### config.mk
export PLATFORM = sky130hd
export DESIGN_NAME = rob_cpl_arb
export DESIGN_NICKNAME = d
export VERILOG_FILES = /design/src/rtl/rob_cpl_arb_pkg.sv /design/src/rtl/rob_cpl_queue.sv /design/src/rtl/rob_cpl_arb.sv
export SDC_FILE = /design/constraint.sdc
export NUM_CORES = 1
export LEC_CHECK = 0
export CAP_MARGIN = 20
export CELL_PAD_IN_SITES_DETAIL_PLACEMENT = 0
export CELL_PAD_IN_SITES_GLOBAL_PLACEMENT = 1
export CORE_MARGIN = 3
export CORE_UTILIZATION = 41
export DETAILED_ROUTE_END_ITERATION = 12
export GPL_TIMING_DRIVEN = 0
export PLACE_DENSITY_LB_ADDON = 0.1
export SLEW_MARGIN = 20
export SYNTH_ARGS = -nofsm -noshare
export SYNTH_HDL_FRONTEND = slang
export SYNTH_SLANG_ARGS = --single-unit
### constraint.sdc
create_clock -name clk -period 4.5 [get_ports clk]
set_clock_uncertainty 0.15 [all_clocks]
set_input_delay 0.9 -clock clk [delete_from_list [all_inputs] [get_ports clk]]
set_output_delay 0.9 -clock clk [all_outputs]
set_load 0.01 [all_outputs]
### src/rtl/rob_cpl_arb_pkg.sv
// Shared types and constants for the ROB completion-port arbiter.
// Build option ROB_CPL_ARB_BYPASS_EN is consumed by rob_cpl_arb.sv.
package rob_cpl_arb_pkg;

   localparam int NUM_COMPLETES     = 2;
   localparam int RB_CPL_ARB_QDEPTH = 2;
   localparam int ROBID_W           = 7;
   localparam int CPL_ARB_IDX_W     = 4;

   typedef struct packed {
      logic               valid;
      logic [ROBID_W-1:0] robid;
      logic               exc;
      logic [3:0]         exc_code;
   } t_rob_complete_pkt;

   typedef struct packed {
      logic               valid;
      logic [ROBID_W-1:0] robid;
   } t_nuke_pkt;

   typedef struct packed {
      logic                     valid;
      logic [CPL_ARB_IDX_W-1:0] idx;
   } t_rob_cpl_arb_gnt;

endpackage

### src/rtl/rob_cpl_queue.sv
// Per-source completion FIFO of DEPTH packets; pointers wrap modulo DEPTH so
// non-power-of-2 depths work. Flush empties the queue at the next edge.
module rob_cpl_queue
   import rob_cpl_arb_pkg::*;
#(
   parameter int DEPTH = RB_CPL_ARB_QDEPTH
)
(
   input  logic              clk,
   input  logic              reset,
   input  logic              push,
   input  t_rob_complete_pkt push_pkt,
   input  logic              pop,
   input  logic              flush,
   output t_rob_complete_pkt head_pkt,
   output logic              empty,
   output logic              full
);

   localparam int PTR_W = (DEPTH > 1) ? $clog2(DEPTH) : 1;
   localparam int CNT_W = $clog2(DEPTH + 1);

   t_rob_complete_pkt r_mem [DEPTH];
   logic [PTR_W-1:0]  r_wr_ptr;
   logic [PTR_W-1:0]  r_rd_ptr;
   logic [CNT_W-1:0]  r_cnt;

   function automatic logic [PTR_W-1:0] ptr_inc(input logic [PTR_W-1:0] ptr);
      return (ptr == PTR_W'(DEPTH - 1)) ? '0 : ptr + 1'b1;
   endfunction

   always_ff @(posedge clk or posedge reset) begin
      if (reset) begin
         r_wr_ptr <= '0;
         r_rd_ptr <= '0;
         r_cnt    <= '0;
      end else if (flush) begin
         r_wr_ptr <= '0;
         r_rd_ptr <= '0;
         r_cnt    <= '0;
      end else begin
         if (push) r_wr_ptr <= ptr_inc(r_wr_ptr);
         if (pop)  r_rd_ptr <= ptr_inc(r_rd_ptr);
         case ({push, pop})
            2'b10:   r_cnt <= r_cnt + 1'b1;
            2'b01:   r_cnt <= r_cnt - 1'b1;
            default: r_cnt <= r_cnt;
         endcase
      end
   end

   // Storage needs no reset; only the pointers and count qualify its contents.
   always_ff @(posedge clk) begin
      if (push && !flush) r_mem[r_wr_ptr] <= push_pkt;
   end

   assign head_pkt = r_mem[r_rd_ptr];
   assign empty    = (r_cnt == '0);
   assign full     = (r_cnt == CNT_W'(DEPTH));

   a_no_pop_empty:  assert property (@(posedge clk) disable iff (reset) !(pop && empty));
   a_no_push_full:  assert property (@(posedge clk) disable iff (reset) !(push && full));

endmodule

### src/rtl/rob_cpl_arb.sv
// Completion-port arbiter: per-source queues, round-robin multi-grant onto
// NUM_PORTS registered ROB completion ports, flushed by nuke. Optional
// same-cycle bypass of empty queues with `define ROB_CPL_ARB_BYPASS_EN.
module rob_cpl_arb
   import rob_cpl_arb_pkg::*;
#(
   parameter int NUM_REQ   = 4,
   parameter int NUM_PORTS = NUM_COMPLETES,
   parameter int QDEPTH    = RB_CPL_ARB_QDEPTH
)
(
   input  logic              clk,
   input  logic              reset,
   input  t_rob_complete_pkt req_pkt_rb0 [NUM_REQ],
   output logic [NUM_REQ-1:0] req_ready_rb0,
   input  t_nuke_pkt         nuke_rb1,
   output t_rob_complete_pkt cpl_pkt_rb1 [NUM_PORTS]
);

   localparam int RR_W = (NUM_REQ > 1) ? $clog2(NUM_REQ) : 1;

   logic [NUM_REQ-1:0] w_empty;
   logic [NUM_REQ-1:0] w_full;
   logic [NUM_REQ-1:0] w_accept;
   logic [NUM_REQ-1:0] w_push;
   logic [NUM_REQ-1:0] w_pop;
   logic [NUM_REQ-1:0] w_cand;
   logic [NUM_REQ-1:0] w_won;
   t_rob_complete_pkt  w_head     [NUM_REQ];
   t_rob_complete_pkt  w_cand_pkt [NUM_REQ];
   t_rob_cpl_arb_gnt   w_gnt      [NUM_PORTS];
   t_rob_complete_pkt  w_cpl_next [NUM_PORTS];
   logic [RR_W-1:0]    w_last;
   logic [RR_W-1:0]    w_rr_next;
   logic               w_unused;

   logic [RR_W-1:0]    r_rr_ptr;
   t_rob_complete_pkt  r_cpl_pkt [NUM_PORTS];

   assign w_unused = ^nuke_rb1.robid;

   genvar gi;
   generate
      for (gi = 0; gi < NUM_REQ; gi++) begin : g_src
         assign req_ready_rb0[gi] = ~reset & ~w_full[gi];
         assign w_accept[gi]      = req_pkt_rb0[gi].valid & req_ready_rb0[gi] & ~nuke_rb1.valid;

`ifdef ROB_CPL_ARB_BYPASS_EN
         // An empty queue offers the incoming packet directly; it is only
         // written to the queue if it loses arbitration.
         assign w_cand[gi]     = ~w_empty[gi] | req_pkt_rb0[gi].valid;
         assign w_cand_pkt[gi] = w_empty[gi] ? req_pkt_rb0[gi] : w_head[gi];
         assign w_push[gi]     = w_accept[gi] & ~(w_empty[gi] & w_won[gi]);
         assign w_pop[gi]      = w_won[gi] & ~w_empty[gi] & ~nuke_rb1.valid;
`else
         assign w_cand[gi]     = ~w_empty[gi];
         assign w_cand_pkt[gi] = w_head[gi];
         assign w_push[gi]     = w_accept[gi];
         assign w_pop[gi]      = w_won[gi] & ~nuke_rb1.valid;
`endif

         rob_cpl_queue #(
            .DEPTH (QDEPTH)
         ) u_queue (
            .clk      (clk),
            .reset    (reset),
            .push     (w_push[gi]),
            .push_pkt (req_pkt_rb0[gi]),
            .pop      (w_pop[gi]),
            .flush    (nuke_rb1.valid),
            .head_pkt (w_head[gi]),
            .empty    (w_empty[gi]),
            .full     (w_full[gi])
         );

         a_vassert_ready: assert property (@(posedge clk) disable iff (reset)
            !(req_pkt_rb0[gi].valid && !req_ready_rb0[gi]));
      end
   endgenerate

   // Find-first from rr_ptr, repeated once per port, skipping sources already won.
   always_comb begin
      logic [RR_W-1:0] v_idx;
      v_idx  = '0;
      w_won  = '0;
      w_last = r_rr_ptr;
      for (int p = 0; p < NUM_PORTS; p++) begin
         w_gnt[p] = '0;
         for (int k = 0; k < NUM_REQ; k++) begin
            v_idx = RR_W'((int'(r_rr_ptr) + k) % NUM_REQ);
            if (!w_gnt[p].valid && w_cand[v_idx] && !w_won[v_idx]) begin
               w_gnt[p].valid = 1'b1;
               w_gnt[p].idx   = CPL_ARB_IDX_W'(v_idx);
               w_won[v_idx]   = 1'b1;
               w_last         = v_idx;
            end
         end
      end
   end

   assign w_rr_next = (w_last == RR_W'(NUM_REQ - 1)) ? '0 : w_last + 1'b1;

   always_comb begin
      for (int p = 0; p < NUM_PORTS; p++) begin
         w_cpl_next[p] = '0;
         if (w_gnt[p].valid && !nuke_rb1.valid) begin
            w_cpl_next[p]       = w_cand_pkt[RR_W'(w_gnt[p].idx)];
            w_cpl_next[p].valid = 1'b1;
         end
      end
   end

   always_ff @(posedge clk or posedge reset) begin
      if (reset) begin
         r_rr_ptr <= '0;
         for (int p = 0; p < NUM_PORTS; p++) r_cpl_pkt[p] <= '0;
      end else begin
         if (w_gnt[0].valid && !nuke_rb1.valid) r_rr_ptr <= w_rr_next;
         for (int p = 0; p < NUM_PORTS; p++) r_cpl_pkt[p] <= w_cpl_next[p];
      end
   end

   assign cpl_pkt_rb1 = r_cpl_pkt;

endmodule
## Yosys cells after proc, flatten, opt, wreduce, memory -nomap -nowiden

Memories as Yosys holds them, arrays and structs flattened.
Index checks and enable logic that the tools add are counted.

| word-level totals | value |
|---|---|
| bits in registers | 44 |
| latch bits | 0 |
| RAM bits | 104 |
| bits in read-only memories | 0 |
| input bits | 62 |
| word-level logic and storage cells | 262 |
| memories | 4 |

| operators by class | value |
|---|---|
| add/subtract/negate cells | 20 |
| multiply operators | 0 |
| div/mod/pow operators | 0 |
| order comparisons | 10 |
| eq/ne operators | 13 |
| shifts and indexed selects | 0 |
| multiplexer cells | 104 |
| bitwise operators | 35 |
| reduce and logical (&&, ||, !) cells | 55 |

Memory list:

| memory | words | bits a word | read ports | clocked after memory_dff | write ports | line | RTL |
|---|---|---|---|---|---|---|---|
| g_src[0].u_queue.r_mem | 2 | 13 | 1 | 0 | 1 | rob_cpl_queue.sv:23 | `t_rob_complete_pkt r_mem [DEPTH];` |
| g_src[1].u_queue.r_mem | 2 | 13 | 1 | 0 | 1 | rob_cpl_queue.sv:23 |  |
| g_src[2].u_queue.r_mem | 2 | 13 | 1 | 0 | 1 | rob_cpl_queue.sv:23 |  |
| g_src[3].u_queue.r_mem | 2 | 13 | 1 | 0 | 1 | rob_cpl_queue.sv:23 |  |

Operators by type and width:

| operator | count |
|---|---|
| binary-select mux 13 bit (select 2 bit) | 2 |
| two-way mux 1 bit | 48 |
| two-way mux 12 bit | 4 |
| two-way mux 5 bit | 8 |
| two-way mux 4 bit | 8 |
| bitwise OR 4 bit | 7 |
| two-way mux 13 bit | 2 |
| binary-select mux 1 bit (select 2 bit) | 12 |
| logical AND 1 bit | 24 |
| two-way mux 2 bit | 12 |
| == test 2 bit, second input constant | 9 |
| bitwise AND 1 bit | 16 |
| case mux 2 bit (2 select lines) | 4 |
| nonzero test 2 bit | 8 |
| logical NOT 1 bit | 15 |
| adder 2 x 1 -> 2 bit, second input constant | 6 |
| < comparator 2 x 3 -> 1 bit, second input constant | 4 |
| nonzero test 3 bit | 4 |
| NOT 1 bit | 10 |
| adder 1 bit, second input constant | 8 |
| demux 1 bit (select 2 bit) | 4 |
| == test 2 x 1 -> 1 bit, second input constant | 4 |
| >= comparator 2 x 1 -> 1 bit, second input constant | 4 |
| logical NOT 2 bit | 4 |
| other kinds (4) | 10 |

## Logic depth before layout (Yosys ltp)

Gate-level depths: netlist of run 1.

| depth | value |
|---|---|
| word-level depth | 46 |
| mapped depth | 18 |
| depth with buffers taken out | 14 |

## Modules after synthesis

Synthesis of run 1 repeated with hierarchy kept, for this count alone.

| unflattened totals | value |
|---|---|
| cell total of the unflattened synthesis | 514 |
| area, all modules | 7241.9 um^2 |

Modules (own cells, without submodules):

| module | instances | cells each | area an instance (um^2) | sequential area each (um^2) |
|---|---|---|---|---|
| rob_cpl_queue | 4 | 62 | 1161.1 | 880.8 |
| rob_cpl_arb | 1 | 266 | 2597.5 | 700.7 |

## Worst setup path before layout of run 1

No wires, ideal clock.

| timing path | value |
|---|---|
| kind | register to register |
| start | register r_rr_ptr[1] |
| end | register g_src[0].u_queue.r_cnt[1] |
| setup time | 0.128 ns |
| arrival | 4.066 ns |
| required time | 4.222 ns |
| path slack | 0.156 ns |
| cell stages (with the launch flop) | 18 |
| buffers on the path | 3 |
| clock period less this slack | 4.344 ns |
| path through | dfrtp_1 buf_4 inv_1 ha_1 buf_6 nor3_1 o2bb2ai_2 or2_1 buf_6 nand4_4 a311oi_4 nor2_2 a211o_1 a2111o_1 and3_4 o21ai_4 mux2i_1 mux2_1 |

| on the way | value |
|---|---|
| cells in the longest elaborated chain, start to end | 44 |
| elaborated cells on any way between the ends | 102 |
| those cells by class | add/sub (3); order compare (8); eq/ne (2); mux (48); bitwise (8); reduce/logical (33) |

Ends and longest elaborated chain:

| item | line | RTL |
|---|---|---|
| from (decl) | rob_cpl_arb.sv:37 | `logic [RR_W-1:0] r_rr_ptr;` |
| from (signal assigned) | rob_cpl_arb.sv:118 | `if (w_gnt[0].valid && !nuke_rb1.valid) r_rr_ptr <= w_rr_next;` |
| < comparator 2 x 3 -> 1 bit (implied by the code), or another cell as far along | rob_cpl_arb.sv:94 | `w_won[v_idx] = 1'b1;` |
| logical AND 1 bit (implied by the code) or two-way mux 1 bit (tied branches) | rob_cpl_arb.sv:94, rob_cpl_arb.sv:91 |  |
| two-way mux 1 bit (implied by the code) or logical NOT 1 bit (tied branches) | rob_cpl_arb.sv:94, rob_cpl_arb.sv:91 |  |
| demux 1 bit (select 2 bit) or logical AND 1 bit (tied branches) | rob_cpl_arb.sv:94, rob_cpl_arb.sv:91 |  |
| two-way mux 4 bit | rob_cpl_arb.sv:91 | `if (!w_gnt[p].valid && w_cand[v_idx] && !w_won[v_idx]) begin` |
| binary-select mux 1 bit (select 2 bit) | rob_cpl_arb.sv:91 |  |
| two-way mux 1 bit (implied by the code) | rob_cpl_arb.sv:91 |  |
| logical NOT 1 bit | rob_cpl_arb.sv:91 |  |
| (+28 left out) | n/a |  |
| two-way mux 1 bit (implied by the code) | rob_cpl_arb.sv:91 |  |
| logical NOT 1 bit | rob_cpl_arb.sv:91 |  |
| logical AND 1 bit | rob_cpl_arb.sv:91 |  |
| two-way mux 4 bit (*) | rob_cpl_arb.sv:91 |  |
| bitwise AND 1 bit (*) | rob_cpl_arb.sv:59 | `assign w_pop[gi] = w_won[gi] & ~nuke_rb1.valid;` |
| == test 2 x 1 -> 1 bit or == test 2 bit (tied branches) | rob_cpl_queue.sv:44 | `case ({push, pop})` |
| case mux 2 bit (2 select lines) | rob_cpl_queue.sv:44 |  |
| two-way mux 2 bit | rob_cpl_queue.sv:37 | `end else if (flush) begin` |
| to (signal assigned) | rob_cpl_queue.sv:45 | `2'b10: r_cnt <= r_cnt + 1'b1;` |
| to (signal assigned) | rob_cpl_queue.sv:46 | `2'b01: r_cnt <= r_cnt - 1'b1;` |
| to (signal assigned) | rob_cpl_queue.sv:47 | `default: r_cnt <= r_cnt;` |
| to (decl) | rob_cpl_queue.sv:26 | `logic [CNT_W-1:0] r_cnt;` |

Mark *: on every way between the ends. The rest lies on a longest branch, timed or not. The select of a mux whose other input is x is not followed.
A chain may end at the register's enable or synchronous reset.

## Worst setup path after layout of run 1

| timing path | value |
|---|---|
| start | register r_rr_ptr[1] |
| end | register g_src[2].u_queue.r_cnt[1] |

| on the way | value |
|---|---|
| cells in the longest elaborated chain, start to end | 44 |
| elaborated cells on any way between the ends | 102 |
| those cells by class | add/sub (3); order compare (8); eq/ne (2); mux (48); bitwise (8); reduce/logical (33) |

Ends and longest elaborated chain:

| item | line |
|---|---|
| < comparator 2 x 3 -> 1 bit (implied by the code), or another cell as far along | rob_cpl_arb.sv:94 |
| logical AND 1 bit (implied by the code) or two-way mux 1 bit (tied branches) | rob_cpl_arb.sv:94, rob_cpl_arb.sv:91 |
| two-way mux 1 bit (implied by the code) or logical NOT 1 bit (tied branches) | rob_cpl_arb.sv:94, rob_cpl_arb.sv:91 |
| demux 1 bit (select 2 bit) or logical AND 1 bit (tied branches) | rob_cpl_arb.sv:94, rob_cpl_arb.sv:91 |
| two-way mux 4 bit | rob_cpl_arb.sv:91 |
| binary-select mux 1 bit (select 2 bit) | rob_cpl_arb.sv:91 |
| two-way mux 1 bit (implied by the code) | rob_cpl_arb.sv:91 |
| logical NOT 1 bit | rob_cpl_arb.sv:91 |
| (+28 left out) | n/a |
| two-way mux 1 bit (implied by the code) | rob_cpl_arb.sv:91 |
| logical NOT 1 bit | rob_cpl_arb.sv:91 |
| logical AND 1 bit | rob_cpl_arb.sv:91 |
| two-way mux 4 bit (*) | rob_cpl_arb.sv:91 |
| bitwise AND 1 bit (*) | rob_cpl_arb.sv:59 |
| == test 2 x 1 -> 1 bit or == test 2 bit (tied branches) | rob_cpl_queue.sv:44 |
| case mux 2 bit (2 select lines) | rob_cpl_queue.sv:44 |
| two-way mux 2 bit | rob_cpl_queue.sv:37 |
| to (signal assigned) | rob_cpl_queue.sv:45 |
| to (signal assigned) | rob_cpl_queue.sv:46 |
| to (signal assigned) | rob_cpl_queue.sv:47 |
| to (decl) | rob_cpl_queue.sv:26 |

Marked as above.

==> results of run 1 <==
-- state kept, by name (all words and copies together) (netlist names) --
signal / cells
cpl_pkt_rb1: 26
g_src.u_queue.r_cnt: 8
r_rr_ptr: 2
g_src.u_queue.r_wr_ptr: 4
g_src.u_queue.r_mem: 96
g_src.u_queue.r_rd_ptr: 4
-- cell type report --
| type | count | area share, % |
|---|---|---|
| repair buffers | 125 | 11.9 |
| inverters | 16 | 0.901 |
| plain buffers | 33 | 2.28 |
| clock inverters | 14 | 2.15 |
| well taps | 225 | 2.78 |
| clock buffers | 17 | 4.20 |
| multi-input cells | 415 | 36.5 |
| flip-flops and latches | 140 | 39.3 |
-- worst max-delay path, stage by stage (launching register included) --
cell        delay [ns]
dfrtp_2           0.40
buf_8             0.13
clkinvlp_4        0.10
ha_4              0.23
buf_6             0.13
nor3_4            0.25
buf_4             0.16
mux2i_4           0.08
o2bb2ai_4         0.28
a21o_1            0.24
o221a_4           0.29
o21ai_2           0.12
a211o_1           0.33
a2111o_1          0.39
and3_4            0.24
o21ai_4           0.21
mux2i_1           0.23
mux2_1            0.33
-- stage by stage --
stage                     setup slack (ns)  hold slack, ns  cells
after floorplan                      0.156           0.369    604
after detailed placement            -0.802           0.418    920
after global routing               -0.0621           0.465    985
after global placement              -0.727           0.389    912
after CTS                          0.00104           0.437    961
final                               0.0828           0.431    985
-- repair_timing --
action / CTS / global route
buffers inserted: 10 / 22
resized for setup: 40 / 55
setup endpoints to repair: 33 / 25
pin swaps: 10 / 23
gates cloned: 0 / 2
hold buffers: 0 / 0
-- synthesized netlist by cell type (all sizes together), types with 5 or more instances --
library cell / n
a21oi: 29
a221oi: 5
a31oi: 7
and2: 5
buf: 14
clkbuf: 19
dfrtp: 44
edfxtp: 96
ha: 8
inv: 15
mux2: 41
mux2i: 40
nand2: 47
nand3: 14
nand4: 6
nor2: 41
nor2b: 5
nor3: 20
o211ai: 26
o21ai: 20
o22ai: 15
or2: 5
xnor2: 14
-- worst min-delay path by stage --
stage | endpoint | cells after the start
after floorplan | g_src[0].u_queue.r_wr_ptr$_DFFE_PP0P_ | 2
after detailed placement | g_src[0].u_queue.r_wr_ptr$_DFFE_PP0P_ | 2
after global routing | g_src[1].u_queue.r_wr_ptr$_DFFE_PP0P_ | 2
final | g_src[0].u_queue.r_wr_ptr$_DFFE_PP0P_ | 2
after CTS | g_src[2].u_queue.r_wr_ptr$_DFFE_PP0P_ | 2
after global placement | g_src[1].u_queue.r_wr_ptr$_DFFE_PP0P_ | 2
-- cell families (layout without fill, tap and decap cells) --
group	after synthesis	count (layout)
buffers and inverters	49	205
adder cells (fa/ha/maj)	8	8
multiplexers	82	82
XOR/XNOR	17	17
flip-flops	140	140
AND/OR/NAND/NOR	159	159
AO/OA/AOI/OAI	149	149
-- per-layer routing --
metal	global-route usage, %	vias up
li1	-	2609
met1	34.9	2842
met2	30.7	234
met3	6.89	26
met4	5.76	0
met5	0	-
-- cell usage in the layout, fill, tap and decap left out, drive strengths merged, types with 15 or more instances in the layout --
master         synthesis  routed
edfxtp                96      96
clkdlybuf4s50          0      83
buf                   14      55
nand2                 47      47
dfrtp                 44      44
nor2                  41      41
mux2                  41      41
mux2i                 40      40
clkbuf                19      37
a21oi                 29      29
o211ai                26      26
nor3                  20      20
o21ai                 20      20
inv                   15      16
o22ai                 15      15
==> impl_metrics.env, run 1 <==
export IMPL_endpoint_kind="flop"
export IMPL_reg2reg_slack_ns=0.08
export IMPL_place_congestion=0.921
export IMPL_clk_pin_slew_ns=0.06
export IMPL_post_route_util_pct=57.6
export IMPL_avgViaCountPerCell=5.80
export IMPL_r2r_end="g_src[2].u_queue.r_cnt[1]$_DFFE_PP0P_"
export IMPL_syn_inst=604
export IMPL_r2r_cells=17
export IMPL_routed_wl_um=22300
export IMPL_r2r_start="r_rr_ptr[1]$_DFFE_PP0P_"
export IMPL_slew_headroom_pct=48.7
export IMPL_nets=818
export IMPL_m1WireLength_um=11100
export IMPL_worstPathArrival_ns=4.57
export IMPL_hold_start="g_src[0].u_queue.r_wr_ptr$_DFFE_PP0P_"
export IMPL_gr_usage_all_layers_pct=22.6
export IMPL_ys_types=91
export IMPL_synthMuxAreaShare_pct=11.8
export IMPL_synth_top_cell_area_share_pct=38.5
export IMPL_drtAntennaViolNets=0
export IMPL_grt_max_degree=33
export IMPL_status="finished, final reports clean"
export IMPL_crit_path_start_kind="flop"
export IMPL_synth_avg_cell_area_um2=12.4
export IMPL_synth_simple_area_share_pct=11.1
export IMPL_pin_count=92
export IMPL_synth_compound_area_share_pct=17.1
export IMPL_synth_top_family_by_area="compound AO/OA/AOI/OAI gates"
export IMPL_route_met3_wl_um=1630
export IMPL_cts_tree="done"
export IMPL_grt_antenna_before_repair=0
export IMPL_drive_gt1_share_pct=29.5
export IMPL_synth_area_mm2=0.00748
export IMPL_rsz0062_at_grt="true"
export IMPL_clkLatencyLatePin_ns=0.42
export IMPL_dieWidth_um=141
export IMPL_drt_pass1_iter_count=5
export IMPL_core_mm2=0.0176
export IMPL_placed_area_mm2=0.00870
export IMPL_routed_wl_met2_um=9320
export IMPL_min_path_type="reg2reg"
export IMPL_die_area_mm2=0.0199
export IMPL_cts_htree_levels=4
export IMPL_finalHoldViolCount=0
export IMPL_clock_sinks=140
export IMPL_num_vias=5711
export IMPL_period_share_pct=98.2
export IMPL_final_area_mm2=0.0101
export IMPL_critical_path_endpoint="g_src[2].u_queue.r_cnt[1]$_DFFE_PP0P_"
export IMPL_yosys_warnings=0
export IMPL_area_growth_pct=35.6
export IMPL_worstPathRequired_ns=4.66
export IMPL_ys_async_sr_fraction_pct=31.4
export IMPL_setup_tns_ns=0
export IMPL_drc_errors=0
export IMPL_ys_seq_elements=140
export IMPL_synth_xor_area_share_pct=1.99
export IMPL_io_buffers=83
export IMPL_synth_edf_count=96
export IMPL_synth_flop_cell="edfxtp_1"
export IMPL_cts_buffers=17
export IMPL_crit_path_max_fanout=7
export IMPL_cp_startpoint="r_rr_ptr[1]$_DFFE_PP0P_"
export IMPL_antenna_cells=0
export IMPL_grt_pass1_wl_um=33900
export IMPL_place_hpwl_um=16800
export IMPL_grt_pass1_vias=5714
export IMPL_fillers=1483
export IMPL_drtIter0Drc=371
export IMPL_cts_root_buffer="clkbuf_16"
export IMPL_crit_type="reg2reg"
export IMPL_ys_seq_area_share_pct=53.3
export IMPL_num_rows=48
export IMPL_maxSlewViolCount=0
export IMPL_top_layer="met4"
export IMPL_setup_viol=0
export IMPL_synthTopCellsByArea="edfxtp_1, dfrtp_1, mux2i_1, mux2_2, o211ai_1"
export IMPL_tightest_slew_ns=0.761
export IMPL_finalCriticalPeriod_ns=4.42
export IMPL_wl_per_cell_um=22.7
export IMPL_clock_path_buffers=2
export IMPL_max_cap_violations=0
export IMPL_syn_nets=674
export IMPL_overflow=0
export IMPL_multi_input_area_mm2=0.00370
export IMPL_seq_area_mm2=0.00399
export IMPL_die_height_um=141
export IMPL_synthAdderAreaFrac_pct=1.34
export IMPL_synth_top_area_cell="edfxtp_1"
export IMPL_fmax_ghz=0.226
export IMPL_start_util_pct=42.5
Power of run 1 is left out: the tool's default activity adds up to more than one toggle a clock period on the data nets, which glitch-free logic cannot reach.
==> run 2, diff against run 1 <==
--- a/config.mk
+++ b/config.mk
@@ -9,8 +9,10 @@
 export CELL_PAD_IN_SITES_DETAIL_PLACEMENT = 0
 export CELL_PAD_IN_SITES_GLOBAL_PLACEMENT = 1
 export CORE_MARGIN = 3
-export CORE_UTILIZATION = 41
+export CORE_UTILIZATION = 42
+export CTS_BUF_LIST = sky130_fd_sc_hd__clkbuf_4
 export DETAILED_ROUTE_END_ITERATION = 12
+export GPL_ROUTABILITY_DRIVEN = 0
 export GPL_TIMING_DRIVEN = 0
 export PLACE_DENSITY_LB_ADDON = 0.1
 export SLEW_MARGIN = 20
==> run 2 against run 1 <==
Design area is 5.2% lower. Register-to-register slack worse by 0.02 ns. Fmax is 0.49% lower. Via count is 0.35% lower. Core utilization is 2.2 points lower. Sequential share of layout area is 2.1 points higher. Setup slack worse by 0.022 ns. Worst hold slack better by 0.011 ns. Non-clock buffer count is 10 lower.
==> impl_metrics.env, run 2 (synthesis gave the netlist of run 1 again) <==
export IMPL_grt_pass1_wl_um=33000
export IMPL_place_hpwl_um=15700
export IMPL_num_vias=5691
export IMPL_finalHoldViolCount=0
export IMPL_io_buffers=83
export IMPL_grt_max_degree=28
export IMPL_avgViaCountPerCell=5.83
export IMPL_cts_root_buffer="clkbuf_4"
export IMPL_start_util_pct=43.1
export IMPL_max_flop_register="g_src.u_queue.r_mem"
export IMPL_drt_pass1_iter_count=5
export IMPL_largest_register_ffs=96
export IMPL_endpoint_kind="flop"
export IMPL_antenna_cells=0
export IMPL_fmax_ghz=0.225
export IMPL_final_cell_mix="edfxtp_1, clkdlybuf4s50_1, nand2_1"
export IMPL_crit_type="reg2reg"
export IMPL_clk_pin_slew_ns=0.13
export IMPL_grtUsageMet3_pct=3.81
export IMPL_crit_path_max_fanout=13
export IMPL_drive_gt1_share_pct=27.2
export IMPL_pin_count=92
export IMPL_maxSlewViolCount=0
export IMPL_cts_htree_levels=4
export IMPL_use_met2_pct=33.3
export IMPL_area_growth_pct=28.6
export IMPL_min_path_type="reg2reg"
export IMPL_slew_headroom_pct=52.7
export IMPL_clkLatencyLatePin_ns=0.55
export IMPL_drc_errors=0
export IMPL_drtIter0Drc=483
export IMPL_final_common_cell="edfxtp_1"
export IMPL_gr_usage_all_layers_pct=22.0
export IMPL_grt_antenna_before_repair=0
export IMPL_die_area_mm2=0.0194
export IMPL_fillers=1449
export IMPL_tightest_slew_ns=0.709
export IMPL_holdWs_ns=0.442
export IMPL_drtAntennaViolNets=0
export IMPL_postCtsHoldBufs=0
export IMPL_finalCriticalPeriod_ns=4.44
export IMPL_nets=808
export IMPL_setup_viol=0
export IMPL_busiest_layer="met2"
export IMPL_core_mm2=0.0174
export IMPL_clock_path_buffers=2
export IMPL_clock_sinks=140
export IMPL_period_share_pct=98.6
export IMPL_met1_usage_pct=33.0
export IMPL_status="finished, final reports clean"
export IMPL_max_cap_violations=0
export IMPL_num_rows=48
export IMPL_overflow=0
export IMPL_worstPathArrival_ns=4.74
export IMPL_wl_per_cell_um=22.0
export IMPL_grt_pass1_vias=5746
export IMPL_cts_buffers=17
export IMPL_die_height_um=139
export IMPL_crit_path_start_kind="flop"
export IMPL_routed_wl_um=21400
export IMPL_worstPathRequired_ns=4.80
export IMPL_cts_tree="done"
export IMPL_dieWidth_um=139
run 2: cell types whose count changed in the layout (fill, tap and decap cells not counted), moves of 3 or more:
cell,delta
mux2i_2,-5
nor3_2,-3
mux2i_1,+8
mux2i_4,-3
buf_6,+4
buf_4,-12
clkbuf_4,+19
buf_12,-4
clkbuf_16,-17
nor2_2,+3
run 2: metrics by stage:
stage	worst slack (ns)	cells	setup TNS, ns	instance area [µm²]	utilization (%)
floorplan	0.156	604	0	7480	-
global placement	-0.666	912	-10.70	8590	49.5
detailed placement	-0.610	920	-10.21	8710	50.2
CTS	0.00801	963	0	9260	53.4
global route	-0.0654	976	-0.599	9620	55.4
finish	0.0612	976	0	9620	55.4
run 2: worst paths after layout:
check / slack (ns) / end / cells past startpoint / startpoint
worst max-delay path: 0.06 / g_src[2].u_queue.r_cnt[1]$_DFFE_PP0P_ / 16 / r_rr_ptr[0]$_DFFE_PP0P_
worst min-delay path: 0.44 / g_src[3].u_queue.r_wr_ptr$_DFFE_PP0P_ / 2 / g_src[3].u_queue.r_wr_ptr$_DFFE_PP0P_
worst max register to register: 0.06 / g_src[2].u_queue.r_cnt[1]$_DFFE_PP0P_ / 16 / r_rr_ptr[0]$_DFFE_PP0P_
worst min register to register: 0.44 / g_src[3].u_queue.r_wr_ptr$_DFFE_PP0P_ / 2 / g_src[3].u_queue.r_wr_ptr$_DFFE_PP0P_
max in group asynchronous: 2.87 / cpl_pkt_rb1[7]$_DFF_PP0_ / 3 / reset
min in group asynchronous: 0.77 / g_src[0].u_queue.r_cnt[1]$_DFFE_PP0P_ / 2 / reset
run 2: cell type report:
type | count | area (µm²) | area share, %
well taps | 225 | 282 | 2.93
clock buffers | 19 | 143 | 1.48
multi-input cells | 415 | 3590 | 37.4
inverters | 16 | 91.3 | 0.950
repair buffers | 115 | 1140 | 11.9
plain buffers | 33 | 214 | 2.23
flip-flops and latches | 140 | 3990 | 41.5
clock inverters | 13 | 166 | 1.73
run 2: critical path, cell delays in order, from the launching register on:
cell	delay [ns]
dfrtp_2	0.41
buf_12	0.15
clkinv_16	0.09
ha_4	0.24
buf_6	0.13
buf_6	0.14
o211a_4	0.16
o2111a_2	0.30
o31a_4	0.38
o22ai_1	0.35
o41ai_4	0.15
a31oi_2	0.34
nand4_1	0.26
and3_4	0.28
o21ai_4	0.24
mux2i_1	0.22
mux2_1	0.33
run 2: timing repair:
action                     4_1_cts  5_1_grt
setup buffers                   11       12
resized for setup               30       44
pin swaps                        8       18
setup endpoints to repair       29       26
gates cloned                     0        1
run 2: metal layers:
layer,part of all wire [%],up-vias
li1,-,2587
met3,6.3,36
met2,45,257
met1,48,2811
met5,0,-
met4,1.6,0
Power of run 2 is left out for the same reason.
==> run 3, diff against run 2 <==
--- a/config.mk
+++ b/config.mk
@@ -9,7 +9,7 @@
 export CELL_PAD_IN_SITES_DETAIL_PLACEMENT = 0
 export CELL_PAD_IN_SITES_GLOBAL_PLACEMENT = 1
 export CORE_MARGIN = 3
-export CORE_UTILIZATION = 42
+export CORE_UTILIZATION = 28
 export CTS_BUF_LIST = sky130_fd_sc_hd__clkbuf_4
 export DETAILED_ROUTE_END_ITERATION = 12
 export GPL_ROUTABILITY_DRIVEN = 0
==> run 3 against run 2 <==
Via count down 1.6%. Clock-buffer cell count down 1. Flip-flop and latch count unchanged.
==> impl_metrics.env, run 3 (synthesis gave the netlist of run 1 again) <==
export IMPL_finalHoldViolCount=0
export IMPL_tightest_slew_ns=0.764
export IMPL_clk_pin_slew_ns=0.13
export IMPL_drtIter0Drc=497
export IMPL_critical_path_endpoint="cpl_pkt_rb1[0]$_DFF_PP0_"
export IMPL_period_share_pct=99.6
export IMPL_fmax_ghz=0.223
export IMPL_rsz0062_at_grt="true"
export IMPL_die_height_um=169
export IMPL_hold_start="g_src[3].u_queue.r_wr_ptr$_DFFE_PP0P_"
export IMPL_wl_per_cell_um=21.2
export IMPL_r2r_end="cpl_pkt_rb1[0]$_DFF_PP0_"
export IMPL_max_cap_violations=0
export IMPL_max_flop_register="g_src.u_queue.r_mem"
export IMPL_grt_max_degree=28
export IMPL_cts_htree_levels=4
export IMPL_avgViaCountPerCell=5.16
export IMPL_grt_pass1_vias=5585
export IMPL_grt_antenna_before_repair=0
export IMPL_r2r_cells=19
export IMPL_overflow=0
export IMPL_antenna_cells=0
export IMPL_dieWidth_um=169
export IMPL_dp_cells=1030
export IMPL_crit_path_start_kind="flop"
export IMPL_crit_type="reg2reg"
export IMPL_drtAntennaViolNets=0
export IMPL_routed_wl_um=23000
export IMPL_start_util_pct=28.6
export IMPL_place_hpwl_um=17300
export IMPL_clkLatencyLatePin_ns=0.54
export IMPL_clock_path_buffers=2
export IMPL_num_vias=5602
export IMPL_cts_root_buffer="clkbuf_4"
export IMPL_min_path_type="reg2reg"
export IMPL_cp_startpoint="r_rr_ptr[1]$_DFFE_PP0P_"
export IMPL_final_common_cell="edfxtp_1"
export IMPL_die_area_mm2=0.0287
export IMPL_cts_buffers=17
export IMPL_gr_usage_all_layers_pct=15.9
export IMPL_core_mm2=0.0261
export IMPL_pin_count=92
export IMPL_grt_pass1_wl_um=34400
export IMPL_worstPathRequired_ns=4.77
export IMPL_fillers=2557
export IMPL_drive_gt1_share_pct=29.4
export IMPL_worstHoldPathCells=2
export IMPL_endpoint_kind="flop"
export IMPL_crit_path_max_fanout=7
export IMPL_reg2reg_slack_ns=0.02
export IMPL_drc_errors=0
export IMPL_finalCriticalPeriod_ns=4.48
export IMPL_status="finished, final reports clean"
export IMPL_setup_tns_ns=0
export IMPL_slew_headroom_pct=48.5
export IMPL_num_rows=59
export IMPL_largest_register_ffs=96
export IMPL_io_buffers=83
export IMPL_maxSlewViolCount=0
export IMPL_final_cell_mix="edfxtp_1, clkdlybuf4s50_1, nand2_1"
export IMPL_setup_viol=0
export IMPL_nets=808
export IMPL_finalNonFillerCells=1086
export IMPL_cts_tree="done"
export IMPL_area_growth_pct=32.7
export IMPL_worstPathArrival_ns=4.76
export IMPL_clock_sinks=140
export IMPL_drt_pass1_iter_count=4
export IMPL_r2r_start="r_rr_ptr[1]$_DFFE_PP0P_"
==> run 3: changes by cell type in the layout (fill, tap and decap cells not counted), sizes merged <==
cell | previous run | this run
inv | 16 | 19
buf | 45 | 44
clkinv | 6 | 4
==> run 3: layer usage <==
layer	global-route usage, %	vias to the layer above	part of all wire (%)
met2	21.5	188	40
li1	-	2585	-
met3	3.45	34	5.1
met1	24.9	2795	52
met5	0	-	0
met4	5.09	0	2.4
==> run 3: worst min path at each step <==
stage                                                 end  slack, ns
detailed placement  g_src[3].u_queue.r_wr_ptr$_DFFE_PP0P_       0.41
finish              g_src[3].u_queue.r_wr_ptr$_DFFE_PP0P_       0.44
CTS                 g_src[3].u_queue.r_wr_ptr$_DFFE_PP0P_       0.44
floorplan           g_src[0].u_queue.r_wr_ptr$_DFFE_PP0P_       0.37
global placement    g_src[3].u_queue.r_wr_ptr$_DFFE_PP0P_       0.39
global route        g_src[3].u_queue.r_wr_ptr$_DFFE_PP0P_       0.47
==> run 3: what timing repair did <==
item	4_1_cts	5_1_grt
resized for setup	51	51
buffers inserted	10	13
pin swaps	10	21
gates cloned	0	2
setup endpoints to repair	39	23
hold buffers	0	0
==> run 3: cell type report <==
| type | instances | area, µm² | share of cell area (%) |
|---|---|---|---|
| Buffer | 32 | 218 | 2.19 |
| Clock buffer | 18 | 135 | 1.36 |
| Clock inverter | 14 | 185 | 1.87 |
| Inverter | 16 | 81.3 | 0.820 |
| Multi-Input combinational cell | 415 | 3730 | 37.6 |
| Sequential cell | 140 | 3990 | 40.2 |
| Tap cell | 335 | 419 | 4.22 |
| Timing Repair Buffer | 116 | 1160 | 11.7 |
==> run 3: critical path: stages, from the launching register on <==
cell	delay, ns
dfrtp_2	0.42
buf_8	0.13
clkinvlp_4	0.10
ha_4	0.24
buf_6	0.13
nor3_4	0.24
o2bb2ai_4	0.20
or2_1	0.16
buf_6	0.12
nand4_4	0.11
a311oi_4	0.43
nor2_4	0.09
a41o_1	0.29
a2111o_1	0.48
nand3_2	0.17
o22ai_4	0.10
buf_12	0.17
clkbuf_16	0.16
mux2i_4	0.18
o22ai_2	0.27
==> run 3: stage by stage <==
step	setup WS, ns	hold slack [ns]	area [µm²]	utilization [%]
floorplan	0.156	0.369	7480	-
global placement	-0.871	0.390	8730	33.4
detailed placement	-0.784	0.414	8840	33.8
CTS	0.0162	0.444	9510	36.4
global route	-0.155	0.473	9920	38.0
finish	0.0175	0.437	9920	38.0
Power of run 3 is left out for the same reason.
